$ cat config.mk
export PLATFORM = sky130hd
export DESIGN_NAME = imem_loader_flat
export DESIGN_NICKNAME = d
export VERILOG_FILES = /design/src/rtl/imem_loader_pkg.sv /design/src/rtl/imem_loader_if.sv /design/src/rtl/imem_loader_packer.sv /design/src/rtl/imem_loader.sv /design/src/flat_wrapper.sv
export SDC_FILE = /design/constraint.sdc
export NUM_CORES = 1
export LEC_CHECK = 0
export CORE_MARGIN = 5
export CORE_UTILIZATION = 45
export DETAILED_ROUTE_END_ITERATION = 10
export PLACE_DENSITY = 0.74
export SLEW_MARGIN = 5
export SYNTH_ARGS = -nofsm -noshare
export SYNTH_HDL_FRONTEND = slang
export SYNTH_SLANG_ARGS = --single-unit
$ cat constraint.sdc
create_clock -name clk -period 4.1 [get_ports clk]
set_input_delay 0.82 -clock clk [delete_from_list [all_inputs] [get_ports clk]]
set_output_delay 0.82 -clock clk [all_outputs]
set_load 0.1 [all_outputs]
$ cat src/rtl/imem_loader_pkg.sv
// Shared types and constants for the boot-time instruction memory loader.
// Imported by the byte packer and the loader top.
package imem_loader_pkg;

  localparam int BYTES_PER_WORD = 4;
  localparam int LANE_W = $clog2(BYTES_PER_WORD);

  typedef enum logic [2:0] {
    RX_LEN,
    RX_WORD,
    WRITE,
    DONE,
    ERR
  } state_t;

endpackage

$ cat src/rtl/imem_loader_if.sv
// Byte-stream input and instruction memory write port of the loader.
// master = stream source / memory side, slave = loader.
interface imem_loader_if;

  logic        in_valid;
  logic [7:0]  in_data;
  logic        in_ready;
  logic        imem_we;
  logic [31:0] imem_addr;
  logic [31:0] imem_wd;

  modport master (
    output in_valid,
    output in_data,
    input  in_ready,
    input  imem_we,
    input  imem_addr,
    input  imem_wd
  );

  modport slave (
    input  in_valid,
    input  in_data,
    output in_ready,
    output imem_we,
    output imem_addr,
    output imem_wd
  );

endinterface

$ cat src/rtl/imem_loader_packer.sv
// Little-endian byte-to-word packer with a wrapping lane counter.
// o_word already includes the byte accepted this cycle.
module byte_word_packer
  import imem_loader_pkg::*;
(
  input  logic        clk,
  input  logic        rst,
  input  logic        i_accept,
  input  logic [7:0]  i_byte,
  output logic [31:0] o_word,
  output logic        o_word_full
);

  logic [LANE_W-1:0] r_lane;
  logic [31:0]       r_word;
  logic [31:0]       w_word;
  logic              w_last_lane;

  assign w_last_lane =
    (r_lane == LANE_W'(BYTES_PER_WORD - 1));

  always_comb begin
    w_word = r_word;
    if (i_accept) begin
      unique case (r_lane)
        2'd0: w_word[7:0]   = i_byte;
        2'd1: w_word[15:8]  = i_byte;
        2'd2: w_word[23:16] = i_byte;
        2'd3: w_word[31:24] = i_byte;
        default: w_word = r_word;
      endcase
    end
  end

  always_ff @(posedge clk or negedge rst) begin
    if (!rst) begin
      r_lane <= '0;
      r_word <= '0;
    end else if (i_accept) begin
      r_lane <= r_lane + LANE_W'(1);
      r_word <= w_word;
    end
  end

  assign o_word      = w_word;
  assign o_word_full = i_accept && w_last_lane;

endmodule

$ cat src/rtl/imem_loader.sv
// Boot loader: length header + words in, sequential imem writes out.
// Holds the core in reset until the whole image has been written.
module imem_loader
  import imem_loader_pkg::*;
#(
  parameter logic [31:0] BASE_ADDR = 32'h0000_0000,
  parameter int          MAX_WORDS = 1024
) (
  input  logic         clk,
  input  logic         rst,
  imem_loader_if.slave bus,
  output logic         core_rst,
  output logic         done,
  output logic         error
);

  localparam int IDX_W = $clog2(MAX_WORDS + 1);

  state_t r_state;
  state_t w_state_nx;

  logic [IDX_W-1:0] r_idx;
  logic [31:0]      r_n;
  logic             r_we;
  logic [31:0]      r_addr;
  logic [31:0]      r_wd;
  logic             r_core_rst;
  logic             r_done;
  logic             r_error;

  logic        w_ready;
  logic        w_accept;
  logic        w_full;
  logic [31:0] w_word;
  logic        w_last;
  logic [31:0] w_addr;

  assign w_ready =
    (r_state == RX_LEN) || (r_state == RX_WORD);
  assign w_accept = bus.in_valid && w_ready;

  byte_word_packer u_packer (
    .clk         (clk),
    .rst         (rst),
    .i_accept    (w_accept),
    .i_byte      (bus.in_data),
    .o_word      (w_word),
    .o_word_full (w_full)
  );

  assign w_last = ((32'(r_idx) + 32'd1) == r_n);
  assign w_addr = BASE_ADDR + (32'(r_idx) << 2);

  always_comb begin
    w_state_nx = r_state;
    unique case (r_state)
      RX_LEN: begin
        if (w_full) begin
          if (w_word > 32'(MAX_WORDS))
            w_state_nx = ERR;
          else if (w_word == 32'd0)
            w_state_nx = DONE;
          else
            w_state_nx = RX_WORD;
        end
      end
      RX_WORD: begin
        if (w_full) w_state_nx = WRITE;
      end
      WRITE: begin
        w_state_nx = w_last ? DONE : RX_WORD;
      end
      DONE:    w_state_nx = DONE;
      ERR:     w_state_nx = ERR;
      default: w_state_nx = RX_LEN;
    endcase
  end

  always_ff @(posedge clk or negedge rst) begin
    if (!rst) begin
      r_state <= RX_LEN;
    end else begin
      r_state <= w_state_nx;
    end
  end

  // Outputs are registered from the next state so they align with it.
  always_ff @(posedge clk or negedge rst) begin
    if (!rst) begin
      r_idx      <= '0;
      r_n        <= '0;
      r_we       <= 1'b0;
      r_addr     <= BASE_ADDR;
      r_wd       <= '0;
      r_core_rst <= 1'b0;
      r_done     <= 1'b0;
      r_error    <= 1'b0;
    end else begin
      if ((r_state == RX_LEN) && w_full)
        r_n <= w_word;
      if ((r_state == RX_WORD) && w_full) begin
        r_wd   <= w_word;
        r_addr <= w_addr;
      end
      if (r_state == WRITE)
        r_idx <= r_idx + IDX_W'(1);
      r_we       <= (w_state_nx == WRITE);
      r_done     <= (w_state_nx == DONE);
      r_core_rst <= (w_state_nx == DONE);
      r_error    <= (w_state_nx == ERR);
    end
  end

  assign bus.in_ready  = w_ready;
  assign bus.imem_we   = r_we;
  assign bus.imem_addr = r_addr;
  assign bus.imem_wd   = r_wd;
  assign core_rst      = r_core_rst;
  assign done          = r_done;
  assign error         = r_error;

endmodule

$ cat src/flat_wrapper.sv
// flat-port wrapper written by rule: the top's interface ports become plain ports
module imem_loader_flat import imem_loader_pkg::*;
#(
  parameter logic [31:0] BASE_ADDR = 32'h0000_0000,
  parameter int          MAX_WORDS = 1024
)
  (clk, rst, core_rst, done, error, bus_in_valid, bus_in_data, bus_in_ready, bus_imem_we, bus_imem_addr, bus_imem_wd);
  imem_loader_if bus_i ();
  input  logic clk;
  input  logic rst;
  output logic core_rst;
  output logic done;
  output logic error;
  input wire logic [$bits(bus_i.in_valid)-1:0] bus_in_valid;
  input wire logic [$bits(bus_i.in_data)-1:0] bus_in_data;
  output wire logic [$bits(bus_i.in_ready)-1:0] bus_in_ready;
  output wire logic [$bits(bus_i.imem_we)-1:0] bus_imem_we;
  output wire logic [$bits(bus_i.imem_addr)-1:0] bus_imem_addr;
  output wire logic [$bits(bus_i.imem_wd)-1:0] bus_imem_wd;
  assign bus_i.in_valid = bus_in_valid;
  assign bus_i.in_data = bus_in_data;
  assign bus_in_ready = bus_i.in_ready;
  assign bus_imem_we = bus_i.imem_we;
  assign bus_imem_addr = bus_i.imem_addr;
  assign bus_imem_wd = bus_i.imem_wd;
  imem_loader #(.BASE_ADDR(BASE_ADDR), .MAX_WORDS(MAX_WORDS)) u_core (.clk(clk), .rst(rst), .bus(bus_i), .core_rst(core_rst), .done(done), .error(error));
endmodule
==> results of run 1 <==
cell usage after synthesis, drive strengths merged, types with 2 or more instances:
cell type	instances	share of area, %
dfrtp	126	56
nand2	102	6.8
o21ai	73	6.5
inv	42	2.8
mux2i	32	5.7
buf	31	4.0
clkbuf	20	1.3
xnor2	17	2.6
nor2	14	0.93
nor4	10	1.1
a21oi	6	0.53
nor3	6	0.53
a211oi	5	0.67
ha	5	1.1
nand3	5	0.44
xor2	5	0.78
nand4	4	0.44
nor3b	4	0.71
o2111ai	4	0.62
a311oi	3	0.47
and3	3	0.33
nor4bb	3	0.80
or4	3	0.47
and2	2	0.22
nand2b	2	0.22
nor2b	2	0.22
o211ai	2	0.27
o32ai	2	0.44
critical path: stages:
cell                              delay, ns
sky130_fd_sc_hd__clkdlybuf4s50_1       0.54
sky130_fd_sc_hd__nor4bb_4              0.54
sky130_fd_sc_hd__buf_4                 0.25
sky130_fd_sc_hd__nor3b_2               0.19
sky130_fd_sc_hd__o2111ai_1             0.16
sky130_fd_sc_hd__or4_4                 0.57
sky130_fd_sc_hd__o32ai_2               0.29
sky130_fd_sc_hd__a21boi_1              0.22
stage by stage:
| stage | util [%] | instances | setup WS (ns) | area, µm² |
|---|---|---|---|---|
| 2_1_floorplan | - | 573 | 1.37 | 5710 |
| 3_3_place_gp | 52.2 | 760 | 0.596 | 6350 |
| 3_5_place_dp | 52.2 | 760 | 0.471 | 6350 |
| 4_1_cts | 57.5 | 792 | 0.860 | 6990 |
| 5_1_grt | 57.5 | 792 | 0.661 | 6990 |
| 6_report | 57.5 | 792 | 0.842 | 6990 |
sequential cells by signal, summed over array words and instances, names as in the netlist:
name,flops
u_core.bus.imem_addr,11
u_core.bus.imem_wd,32
u_core.bus.imem_we,1
u_core.core_rst,1
u_core.error,1
u_core.r_idx,11
u_core.r_n,32
u_core.r_state,3
u_core.u_packer.r_lane,2
u_core.u_packer.r_word,32
how the worst min path moves through the flow:
stage / startpoint / end / slack [ns] / depth (start not counted)
after floorplan: u_core.r_n[12]$_DFFE_PN0P_ / u_core.r_n[12]$_DFFE_PN0P_ / 0.45 / 2
after global placement: u_core.bus.imem_addr[6]$_DFFE_PN0P_ / u_core.bus.imem_addr[6]$_DFFE_PN0P_ / 0.46 / 2
after detailed placement: u_core.bus.imem_addr[6]$_DFFE_PN0P_ / u_core.bus.imem_addr[6]$_DFFE_PN0P_ / 0.46 / 2
after CTS: u_core.bus.imem_addr[4]$_DFFE_PN0P_ / u_core.bus.imem_addr[4]$_DFFE_PN0P_ / 0.48 / 2
after global routing: u_core.bus.imem_wd[26]$_DFFE_PN0P_ / u_core.bus.imem_wd[26]$_DFFE_PN0P_ / 0.50 / 2
final: u_core.bus.imem_addr[4]$_DFFE_PN0P_ / u_core.bus.imem_addr[4]$_DFFE_PN0P_ / 0.47 / 2
power breakdown:
part / internal (mW) / leakage [nW] / switching, mW
Sequential: 1.56 / 1.65 / 0.220
Clock: 1.05 / 0.306 / 0.549
Combinational: 0.360 / 1.18 / 0.731
Total: 2.98 / 3.14 / 1.50
layout make-up:
type	instances	area [µm²]	area share, %
inverters	43	161	2.31
clock inverters	13	188	2.68
flip-flops and latches	126	3150	45.1
well taps	168	210	3.01
clock buffers	19	453	6.48
repair buffers	70	706	10.1
multi-input cells	353	2120	30.3
metal layers:
layer	wire length, µm	part of all wire (%)	up-vias
li1	-	-	1943
met1	5390	42	1938
met2	6330	49	124
met4	242	1.9	0
met5	0	0	-
met3	846	6.6	23
cells by family (layout without fill, tap and decap cells):
family / after synthesis / in the layout / share of synthesized area [%]
simple gates: 166 / 166 / 14.2
flops: 126 / 126 / 55.9
compound gates: 106 / 106 / 11.2
buf+inv: 94 / 145 / 8.23
mux: 33 / 33 / 5.88
xor+xnor: 22 / 22 / 3.42
fa+ha+maj: 5 / 5 / 1.11
other cells: 1 / 21 / 0.0665
==> results by stage, run 1 <==
Critical path:
- The number of cells on the worst reg-to-reg path is 8.
- The worst setup path is launched from an input port.
- The worst endpoint data arrival time is 3.58 ns.
- In this run the worst path has a maximum fanout of 7.
- Following the worst setup path forward leads to its endpoint at u_core.core_rst$_DFF_PN0_.
- The origin of the worst setup path is bus_in_valid.
- The critical path is of the in -> reg type.
- The data required time at the worst endpoint is 4.42 ns.
- The worst-case register-to-register setup slack is approximately 1.2 ns.
- The endpoint kind of the worst setup timing path is a register.
- The startpoint identified for the worst register-to-register timing path is u_core.u_packer.r_lane[0]$_DFFE_PN0N_.
- The worst register-to-register path ends at u_core.core_rst$_DFF_PN0_.

Clock tree:
- The tree is rooted in a sky130_fd_sc_hd__clkbuf_16.
- In this run the deepest clock path goes through 2 buffers.
- The number of clock buffers added by TritonCTS is 17.
- CTS built an H-tree with a depth of 4.
- After clock tree synthesis, the clock-pin slew on the worst setup and hold paths is 0.06 ns.
- The clock latency reported for the late side of the worst-skew pair is between 0.4 and 0.5 ns.
- Post-CTS repair changed the size of 0 cells.
- TritonCTS built the clock tree.
- The number of setup buffers added after CTS is 0.
- The hold buffer count at CTS is 0.
- For this design, the sink count on the clock tree is ~130.

Synth:
- The cell count after synthesis came out at around 550.
- The number of storage elements in the synthesis netlist is 126.
- The proportion of register bits with asynchronous set or reset after synthesis is 100%.
- The sequential share of the synthesized area is between 50% and 60%.
- The Yosys step of the flow raised 0 warnings.
- The average cell area after synthesis is ~10 µm².
- The synthesized netlist contains 56 unique library cells.
- Yosys mapped a number of flops with a built-in enable equal to 0.
- The post-synthesis cell area is around 0.0056 mm².
- Among all flip-flop cells after synthesis, the most frequent one is sky130_fd_sc_hd__dfrtp_1.

Floorplan:
- The area of the core region is 0.0122 mm².
- The I/O pin total is 80.
- The width of the chip is roughly 120 µm.
- The number of placement rows is 40.
- The initial cell density of the core is roughly 46%.
- The die outline height is between 100 and 150 µm.
- The overall die area is around 0.015 mm².

Place:
- The congestion estimate from routability-driven global placement came to 0.931.
- Buffers placed on the I/O ports in this run total 58.
- The detailed placer's ending HPWL is a little over 9000 µm.

Layout:
- The filler cell count in the final layout is around 1000.
- The layout-stage area growth over the synthesis result is 24.0%.
- The most common cell after layout, fill and taps aside is sky130_fd_sc_hd__dfrtp_1.
- The count of nets after finishing is around 630.
- Cells with a size suffix above 1 make up around 8.7% of the layout.
- The number of antenna cells inserted is 0.
- In the layout the commonest cells are 126 x sky130_fd_sc_hd__dfrtp_1, 101 x sky130_fd_sc_hd__nand2_1, 72 x sky130_fd_sc_hd__o21ai_0.

Timing:
- The actual slew at the worst max-slew pin is 0.986 ns.
- The worst path in the final design needs a cycle of 3.26 ns, including I/O delays and setup.
- The count of pins over their slew limit is 0.
- The smallest hold slack is around 0.47 ns.
- Based on the critical path, the design can be clocked at up to ~310 MHz.
- In this run the tightest slew margin relative to its limit is 34.1%.
- Setup violations remaining at the end of the flow were counted as 0.
- The number of hold violations in the final report came to 0.
- The final sum of negative setup slack is 0 ns.
- Setup repair after global routing left no endpoint under its margin.
- The share of the cycle needed by the critical path after routing is roughly 79%.
- The setup clock skew after layout is approximately 0.008 ns.

Drt:
- The first detailed-routing pass ran for 5 iterations.
- The vias per cell is a little over 5.
- The wire length per cell after detailed routing is around 16 µm.
- The residual DRC count is 0.
- Wires add up to 12800 µm.
- Summing over every cut layer, the via total after detailed routing is 4028.
- The count of nets left with antenna violations once routing finished came out at 0.
- The DRC marker count from the first detailed-route iteration is around 320.

Power:
- The static power due to leakage is 3.14 nW.
- Dividing total power by cell area gives a power density of between 600 and 700 mW/mm².
- The overall power of the completed layout is roughly 4.5 mW.
- VDD sags by at most 0.000385 V.

Global route:
- The global-route wire length before repair is 20900 µm.
- Global routing used between 20% and 30% of the available met1 tracks.
- The global routing usage on met3 is under 10%.
- Global routing used around 18% of the available tracks across all layers.
- The number of global-route vias before repair is a little over 4000.
- The largest net degree at the start of global routing is 70.
- The met2 track demand over resource in global routing is 30.9%.
- The busiest layer in global routing is met2.
- The total overflow left after global routing is 0.
- The initial antenna violation count was 0.

Job:
- The tool flagged a number of max-cap violations equal to 0.

Worst hold path:
- In this run the worst hold path is classified as reg -> reg.

Outcome:
- The flow ran to the end, and the final reports show no timing, DRC or antenna violations.
Power figures use the tool's default switching activity.
==> run 2: changes to the inputs <==
- clock period: 4.1 -> 3 ns (I/O delays scaled with it)
==> run 2 against run 1 <==
Net effect:
- clock power is 14% higher
- non-clock buffer count increased by 21
- sequential share of layout area increased by 0.36 points
- global-route usage up 0.38 points
- first-iteration DRC count is 13% higher
- final cell count rose by 2.7%
- register-to-register slack got worse by 0.84 ns
- largest cell class unchanged
- via count up 2.4%
- worst hold slack got worse by 0.24 ns
- worst setup slack got worse by 0.58 ns
- critical path depth grew 1
- die area unchanged
==> results by stage, run 2 (synthesis results as in run 1) <==
Outcome:
- Result of the run: complete, no violations (unchanged).

Floorplan:
- The initial cell density of the core is 46.4% (unchanged).
- The width of the chip is 122 µm (unchanged).
- The overall die area is 0.0149 mm² (unchanged).
- The I/O pin total is 80 (unchanged).
- The number of placement rows is 40 (unchanged).
- The die outline height was 122 µm (unchanged).
- The area of the core region is 0.0122 mm² (unchanged).

Critical path:
- The largest stage delay on the critical path is 0.49 ns (was 0.57 ns).
- The endpoint kind of the worst setup timing path is a register (unchanged).
- The worst-case register-to-register setup slack is 0.36 ns (was 1.20 ns).
- The origin of the worst setup path is bus_in_valid (unchanged).
- The most numerous cell type found on the critical path is sky130_fd_sc_hd__buf_4.
- The origin of the critical flop-to-flop path is u_core.r_state[2]$_DFF_PN0_ (was u_core.u_packer.r_lane[0]$_DFFE_PN0N_).
- The critical path class is in -> reg (unchanged).
- The capturing instance or port of the critical path is u_core.core_rst$_DFF_PN0_ (unchanged).
- The depth of the most critical reg-to-reg path is 7 (was 8).
- The worst endpoint data arrival time is 3.08 ns (was 3.58 ns).
- The critical path launch point type is an input port (unchanged).
- The capture instance of the worst register-to-register path was u_core.core_rst$_DFF_PN0_ (unchanged).
- The highest net fanout along the worst path is 7 (unchanged).
- The data required time at the worst endpoint came to 3.34 ns (was 4.42 ns).
- The slowest cell on the critical path is sky130_fd_sc_hd__clkdlybuf4s50_1 (was sky130_fd_sc_hd__or4_4).
- Critical Path, Cell by Cell: clkdlybuf4s50_1 > buf_4 > nor4bb_4 > buf_4 > mux2i_1 > o2111ai_1 > or4_4 > o32ai_2 > a21boi_1 (was clkdlybuf4s50_1 > nor4bb_4 > buf_4 > nor3b_2 > o2111ai_1 > or4_4 > o32ai_2 > a21boi_1).

Power:
- The worst IR drop on VDD was 0.000540 V (was 0.000385 V).
- The static power due to leakage is 3.29 nW (was 3.14 nW).
- The power per unit of standard cell area is 840 mW/mm² (was 640 mW/mm²).

Global route:
- The initial antenna violation count is 0 (unchanged).
- The largest net degree at the start of global routing is 61 (was 70).
- The number of global-route vias before repair is 4242 (was 4117).
- The remaining global-route overflow is 0 (unchanged).
- The total global-route track usage is 18.5% (was 18.1%).
- The global-route wire length before repair is 21100 µm (was 20900 µm).

Clock tree:
- The root buffer cell is sky130_fd_sc_hd__clkbuf_16 (unchanged).
- The number of buffers created by CTS is 17 (unchanged).
- The clock latency reported for the late side of the worst-skew pair is 0.42 ns (was 0.41 ns).
- The hold buffer count at CTS came to 0 (unchanged).
- The clock tree from TritonCTS is done (unchanged).
- The clock transition at the register clock pins on the worst setup and hold paths after CTS came to 0.05 ns (was 0.06 ns).
- The post-cts sizing count came to 0 (unchanged).
- The number of buffers between clock root and the deepest sink was 2 (unchanged).
- The depth of the CTS H-tree was 4 (unchanged).
- The CTS sink count is 126 (unchanged).
- The number of setup buffers added after CTS was 0 (unchanged).

Drt:
- The wire length per cell after detailed routing came to 15.9 µm (was 16.2 µm).
- The final routed wirelength across all metal layers is 12900 µm (was 12800 µm).
- The number of optimization iterations in the first detailed-route pass is 4 (was 5).
- The vias per cell is 5.07 (was 5.09).
- The number of nets with antenna violations after detailed routing is 0 (unchanged).
- The number of vias after detailed routing is 4125 (was 4028).
- The residual DRC count was 0 (unchanged).
- The DRC marker count from the first detailed-route iteration is 358 (was 318).

Layout:
- The layout-stage area growth over the synthesis result is 23.0% (was 24.0%).
- The filler cell count in the final layout is 1071 (was 1035).
- The count of nets after finishing is 648 (was 627).
- Most frequent cells in the layout: 126 x sky130_fd_sc_hd__dfrtp_1, 101 x sky130_fd_sc_hd__nand2_1, 78 x sky130_fd_sc_hd__buf_4 (was 126 x sky130_fd_sc_hd__dfrtp_1, 101 x sky130_fd_sc_hd__nand2_1, 72 x sky130_fd_sc_hd__o21ai_0).
- The most common cell after layout, fill and taps aside is sky130_fd_sc_hd__dfrtp_1 (unchanged).
- The fraction of layout cells with a size suffix above 1 is 19.1% (was 8.65%).
- The end-of-flow core utilization is 57.0% (was 57.5%).
- The number of antenna cells inserted is 0 (unchanged).

Timing:
- Setup repair after global routing missed its margin: no (unchanged).
- The minimum clock period is 2.74 ns.
- The final sum of negative setup slack came to 0 ns (unchanged).
- The number of setup violations in the final report is 0 (unchanged).
- The actual slew at the worst max-slew pin is 0.707 ns (was 0.986 ns).
- The share of the cycle needed by the critical path after routing is a little over 90%.
- The count of pins over their slew limit is 0 (unchanged).
- The maximum frequency from static timing analysis is around 370 MHz.
- The worst max-slew margin expressed relative to the limit is 52.8% (was 34.1%).
- The worst setup slack after layout is 0.261 ns (was 0.842 ns).
- The number of hold violations in the final report came to 0 (unchanged).
- The setup clock skew after layout is 0.00594 ns (was 0.00807 ns).

Place:
- The detailed placer's ending HPWL is 9500 µm (was 9110 µm).
- The number of I/O port buffers came to 58 (unchanged).
- The worst slack at placement is -0.157 ns (was 0.471 ns).
- The global placement routability congestion is 0.895 (was 0.931).

Job:
- The max-cap violation count is 0 (unchanged).

Worst hold path:
- The path category of the worst min-delay check is in -> async (was reg -> reg).
## run 2: cell count changes in the layout (fill, tap and decap cells not counted), sizes merged
cell	delta
clkdlybuf4s50	-48
clkinvlp	+3
buf	+69
clkinv	+2
clkbuf	-1
bufinv	-4
## run 2: critical path: cells and delay by family
kind,cells,cell delay (ns)
AO/OA/AOI/OAI,3,0.67
buffers and inverters,3,0.82
multiplexers,1,0.26
AND/OR/NAND/NOR,2,0.73
## run 2: layout make-up
type                       instances  area, µm²  share of cell area (%)
inverter                          43        161                    2.33
tap                              168        210                    3.03
sequential                       126       3150                    45.5
timing repair buffer              91        756                    10.9
clock inverter                    14       96.3                    1.39
multi-input combinational        353       2120                    30.6
clock buffer                      18        439                    6.33
## run 2: power breakdown
part,leakage [nW],total [mW],switching [mW],internal (mW)
clock network,0.250,1.83,0.757,1.07
registers,1.65,2.44,0.303,2.14
logic,1.38,1.56,1.02,0.544
total,3.29,5.83,2.08,3.75
## run 2: worst min path at each step
stage / startpoint / depth (start not counted) / endpoint
finish: rst / 1 / u_core.bus.imem_addr[2]$_DFFE_PN0P_
global route: rst / 1 / u_core.r_idx[4]$_DFFE_PN0P_
global placement: u_core.bus.imem_addr[12]$_DFFE_PN0P_ / 2 / u_core.bus.imem_addr[12]$_DFFE_PN0P_
floorplan: rst / 0 / u_core.bus.imem_addr[10]$_DFFE_PN0P_
detailed placement: u_core.bus.imem_addr[7]$_DFFE_PN0P_ / 2 / u_core.bus.imem_addr[7]$_DFFE_PN0P_
CTS: rst / 1 / u_core.bus.imem_addr[2]$_DFFE_PN0P_
## run 2: stage by stage
step / instance area [µm²] / power, mW / hold WS (ns) / std cells
floorplan: 5710 / 3.46 / 0.304 / 573
global placement: 6400 / 3.95 / 0.460 / 781
detailed placement: 6400 / 4.03 / 0.464 / 781
CTS: 6940 / 5.87 / 0.253 / 813
global route: 6940 / 6.15 / 0.291 / 813
finish: 6940 / 5.83 / 0.237 / 813
## run 2: per-layer routing
| layer | share of wire (%) | wire length [µm] | global-route usage, % |
|---|---|---|---|
| met4 | 1.4 | 181 | 5.88 |
| met3 | 4.9 | 631 | 6.04 |
| met1 | 44 | 5700 | 22.7 |
| met2 | 50 | 6390 | 31.0 |
| met5 | 0 | 0 | 0 |
==> run 3: changes to the inputs <==
- CORE_UTILIZATION: 45 -> 40
- DONT_BUFFER_PORTS: unset -> 1
- PLACE_DENSITY: 0.74 -> 0.6
==> run 3 against run 2 <==
Net effect:
- the flow now finishes with violations (negative hold slack)
- critical endpoint unchanged
- first-iteration DRC count fell by 41%
- total power rose by 0.67%
- highest routed layer unchanged
- largest power group unchanged
- die area rose by 11%
==> results by stage, run 3 (synthesis results as in run 1) <==
Drt:
- The number of optimization iterations in the first detailed-route pass is 4 (unchanged).
- The wire length per cell after detailed routing is 16.5 µm (was 15.9 µm).
- The final routed wirelength across all metal layers is 12400 µm (was 12900 µm).
- The residual DRC count is 0 (unchanged).
- The DRC marker count from the first detailed-route iteration is 213 (was 358).
- The vias per cell is 5.01 (was 5.07).
- The number of vias after detailed routing is 3779 (was 4125).
- The number of nets with antenna violations after detailed routing came to 0 (unchanged).

Floorplan:
- The initial cell density of the core is 40.8% (was 46.4%).
- The overall die area is 0.0166 mm² (was 0.0149 mm²).
- The I/O pin total came to 80 (unchanged).
- The area of the core region is 0.0138 mm² (was 0.0122 mm²).
- The die outline height is 129 µm (was 122 µm).
- The width of the chip is 129 µm (was 122 µm).
- The number of placement rows is 43 (was 40).

Outcome:
- Result of the run: finished, violations left (was complete, no violations).
- The checks that failed: negative hold slack.

Critical path:
- The capture instance of the worst register-to-register path is u_core.core_rst$_DFF_PN0_ (unchanged).
- The endpoint kind of the worst setup timing path is a register (unchanged).
- The depth of the most critical reg-to-reg path is 8 (was 7).
- The data required time at the worst endpoint is 3.33 ns (was 3.34 ns).
- The worst-case register-to-register setup slack is 0.28 ns (was 0.36 ns).
- The origin of the critical flop-to-flop path is u_core.u_packer.r_lane[0]$_DFFE_PN0N_ (was u_core.r_state[2]$_DFF_PN0_).
- The highest net fanout along the worst path is 8 (was 7).
- The worst endpoint data arrival time came to 3.06 ns (was 3.08 ns).
- The critical path launch point type is a register (was input port).
- The critical path class is reg -> reg (was in -> reg).

Power:
- The static power due to leakage is 2.94 nW (was 3.29 nW).
- The worst IR drop on VDD was 0.000536 V (was 0.000540 V).
- The power per unit of standard cell area is 915 mW/mm² (was 840 mW/mm²).
- The overall power of the completed layout is 5.87 mW (was 5.83 mW).

Worst hold path:
- The path category of the worst min-delay check is in -> async (unchanged).

Place:
- The number of I/O port buffers is 0 (was 58).
- The global placement routability congestion is 0.812 (was 0.895).
- The area of placed instances came to 0.00582 mm² (was 0.00640 mm²).
- The detailed placer's ending HPWL is 8900 µm (was 9500 µm).
- The worst slack at placement came to 0.208 ns (was -0.157 ns).

Timing:
- The maximum frequency from static timing analysis is 367 MHz (was 365 MHz).
- The actual slew at the worst max-slew pin is 0.964 ns (was 0.707 ns).
- The count of pins over their slew limit is 0 (unchanged).
- The worst max-slew margin expressed relative to the limit is 35.9% (was 52.8%).
- Setup repair after global routing missed its margin: no (unchanged).
- The minimum clock period came to 2.72 ns (was 2.74 ns).
- The final sum of negative setup slack is 0 ns (unchanged).
- The number of setup violations in the final report is 0 (unchanged).
- The worst setup slack after layout was 0.277 ns (was 0.261 ns).
- The setup clock skew after layout is 0.0106 ns (was 0.00594 ns).
- The number of hold violations in the final report is 126 (was 0).
- The share of the cycle needed by the critical path after routing is 90.8% (was 91.3%).
- The smallest hold slack is -0.117 ns (was 0.237 ns).

Clock tree:
- The number of buffers created by CTS is 17 (unchanged).
- The CTS sink count came to 126 (unchanged).
- The root buffer cell is sky130_fd_sc_hd__clkbuf_16 (unchanged).
- The number of buffers between clock root and the deepest sink is 2 (unchanged).
- The clock tree from TritonCTS is done (unchanged).
- The clock latency reported for the late side of the worst-skew pair came to 0.42 ns (about the same).
- The depth of the CTS H-tree is 4 (unchanged).
- The clock transition at the register clock pins on the worst setup and hold paths after CTS is 0.06 ns (was 0.05 ns).

Layout:
- The number of antenna cells inserted was 0 (unchanged).
- The post-route cell area is 0.00641 mm² (was 0.00694 mm²).
- The fraction of layout cells with a size suffix above 1 is 10.8% (was 19.1%).
- The most common cell after layout, fill and taps aside is sky130_fd_sc_hd__dfrtp_1 (unchanged).
- The count of nets after finishing is 577 (was 648).
- The filler cell count in the final layout is 1304 (was 1071).
- Most frequent cells in the layout: 125 x sky130_fd_sc_hd__dfrtp_1, 101 x sky130_fd_sc_hd__nand2_1, 72 x sky130_fd_sc_hd__o21ai_0 (was 126 x sky130_fd_sc_hd__dfrtp_1, 101 x sky130_fd_sc_hd__nand2_1, 78 x sky130_fd_sc_hd__buf_4).
- The layout-stage area growth over the synthesis result is 13.7% (was 23.0%).

Global route:
- The initial antenna violation count came to 0 (unchanged).
- The remaining global-route overflow came to 0 (unchanged).
- The global-route wire length before repair is 20500 µm (was 21100 µm).
- The largest net degree at the start of global routing came to 127 (was 61).
- The number of global-route vias before repair came to 3846 (was 4242).
- The total global-route track usage is 16.0% (was 18.5%).

Job:
- The max-cap violation count is 0 (unchanged).
-- run 3: what timing repair did --
action,in CTS,in global routing
endpoints found under the hold margin,126,126
resized for setup,0,0
endpoints found under the setup margin,0,1
setup buffers,0,1
-- run 3: stage by stage --
step	util [%]	hold slack, ns	instances
2_1_floorplan	-	0.304	573
3_3_place_gp	42.1	0.308	721
3_5_place_dp	42.1	0.308	721
4_1_cts	46.3	-0.138	753
5_1_grt	46.4	-0.145	754
6_report	46.4	-0.117	754
-- run 3: layout make-up --
cell class	count	area, µm²	area share, %
clock buffers	19	443	6.91
clock inverters	13	141	2.21
flip-flops and latches	126	3150	49.2
multi-input cells	353	2120	33.1
well taps	180	225	3.51
repair buffers	20	163	2.54
inverters	43	161	2.52
-- run 3: how the worst max path moves through the flow --
stage	start	end	slack, ns
2_1_floorplan	bus_in_valid	u_core.core_rst$_DFF_PN0_	0.49
3_3_place_gp	bus_in_valid	u_core.core_rst$_DFF_PN0_	0.32
3_5_place_dp	u_core.u_packer.r_lane[0]$_DFFE_PN0N_	u_core.core_rst$_DFF_PN0_	0.21
4_1_cts	u_core.u_packer.r_lane[0]$_DFFE_PN0N_	u_core.core_rst$_DFF_PN0_	0.19
5_1_grt	u_core.u_packer.r_lane[0]$_DFFE_PN0N_	u_core.core_rst$_DFF_PN0_	0.07
6_report	u_core.u_packer.r_lane[0]$_DFFE_PN0N_	u_core.core_rst$_DFF_PN0_	0.28
-- run 3: worst max-delay path: stages (launching register included) --
cell and delay [ns]:
sky130_fd_sc_hd__dfrtp_1 0.40, sky130_fd_sc_hd__inv_1 0.13, sky130_fd_sc_hd__ha_1 0.17, sky130_fd_sc_hd__nor4bb_4 0.51
sky130_fd_sc_hd__o22a_1 0.25, sky130_fd_sc_hd__o2111ai_1 0.11, sky130_fd_sc_hd__or4_4 0.56, sky130_fd_sc_hd__o32ai_2 0.30
sky130_fd_sc_hd__a21boi_1 0.20
-- run 3: layer usage --
| metal | up-vias | part of all wire (%) | global-route usage [%] |
|---|---|---|---|
| met5 | - | 0 | 0 |
| met2 | 108 | 47 | 25.1 |
| li1 | 1834 | - | - |
| met3 | 20 | 7.6 | 6.14 |
| met1 | 1817 | 44 | 20.0 |
| met4 | 0 | 1.7 | 5.99 |
-- run 3: where the power goes --
part	internal, mW	leakage [nW]	switching (mW)
registers	2.13	1.65	0.432
logic	0.475	1.00	0.821
clock network	1.24	0.279	0.758
total	3.85	2.94	2.01
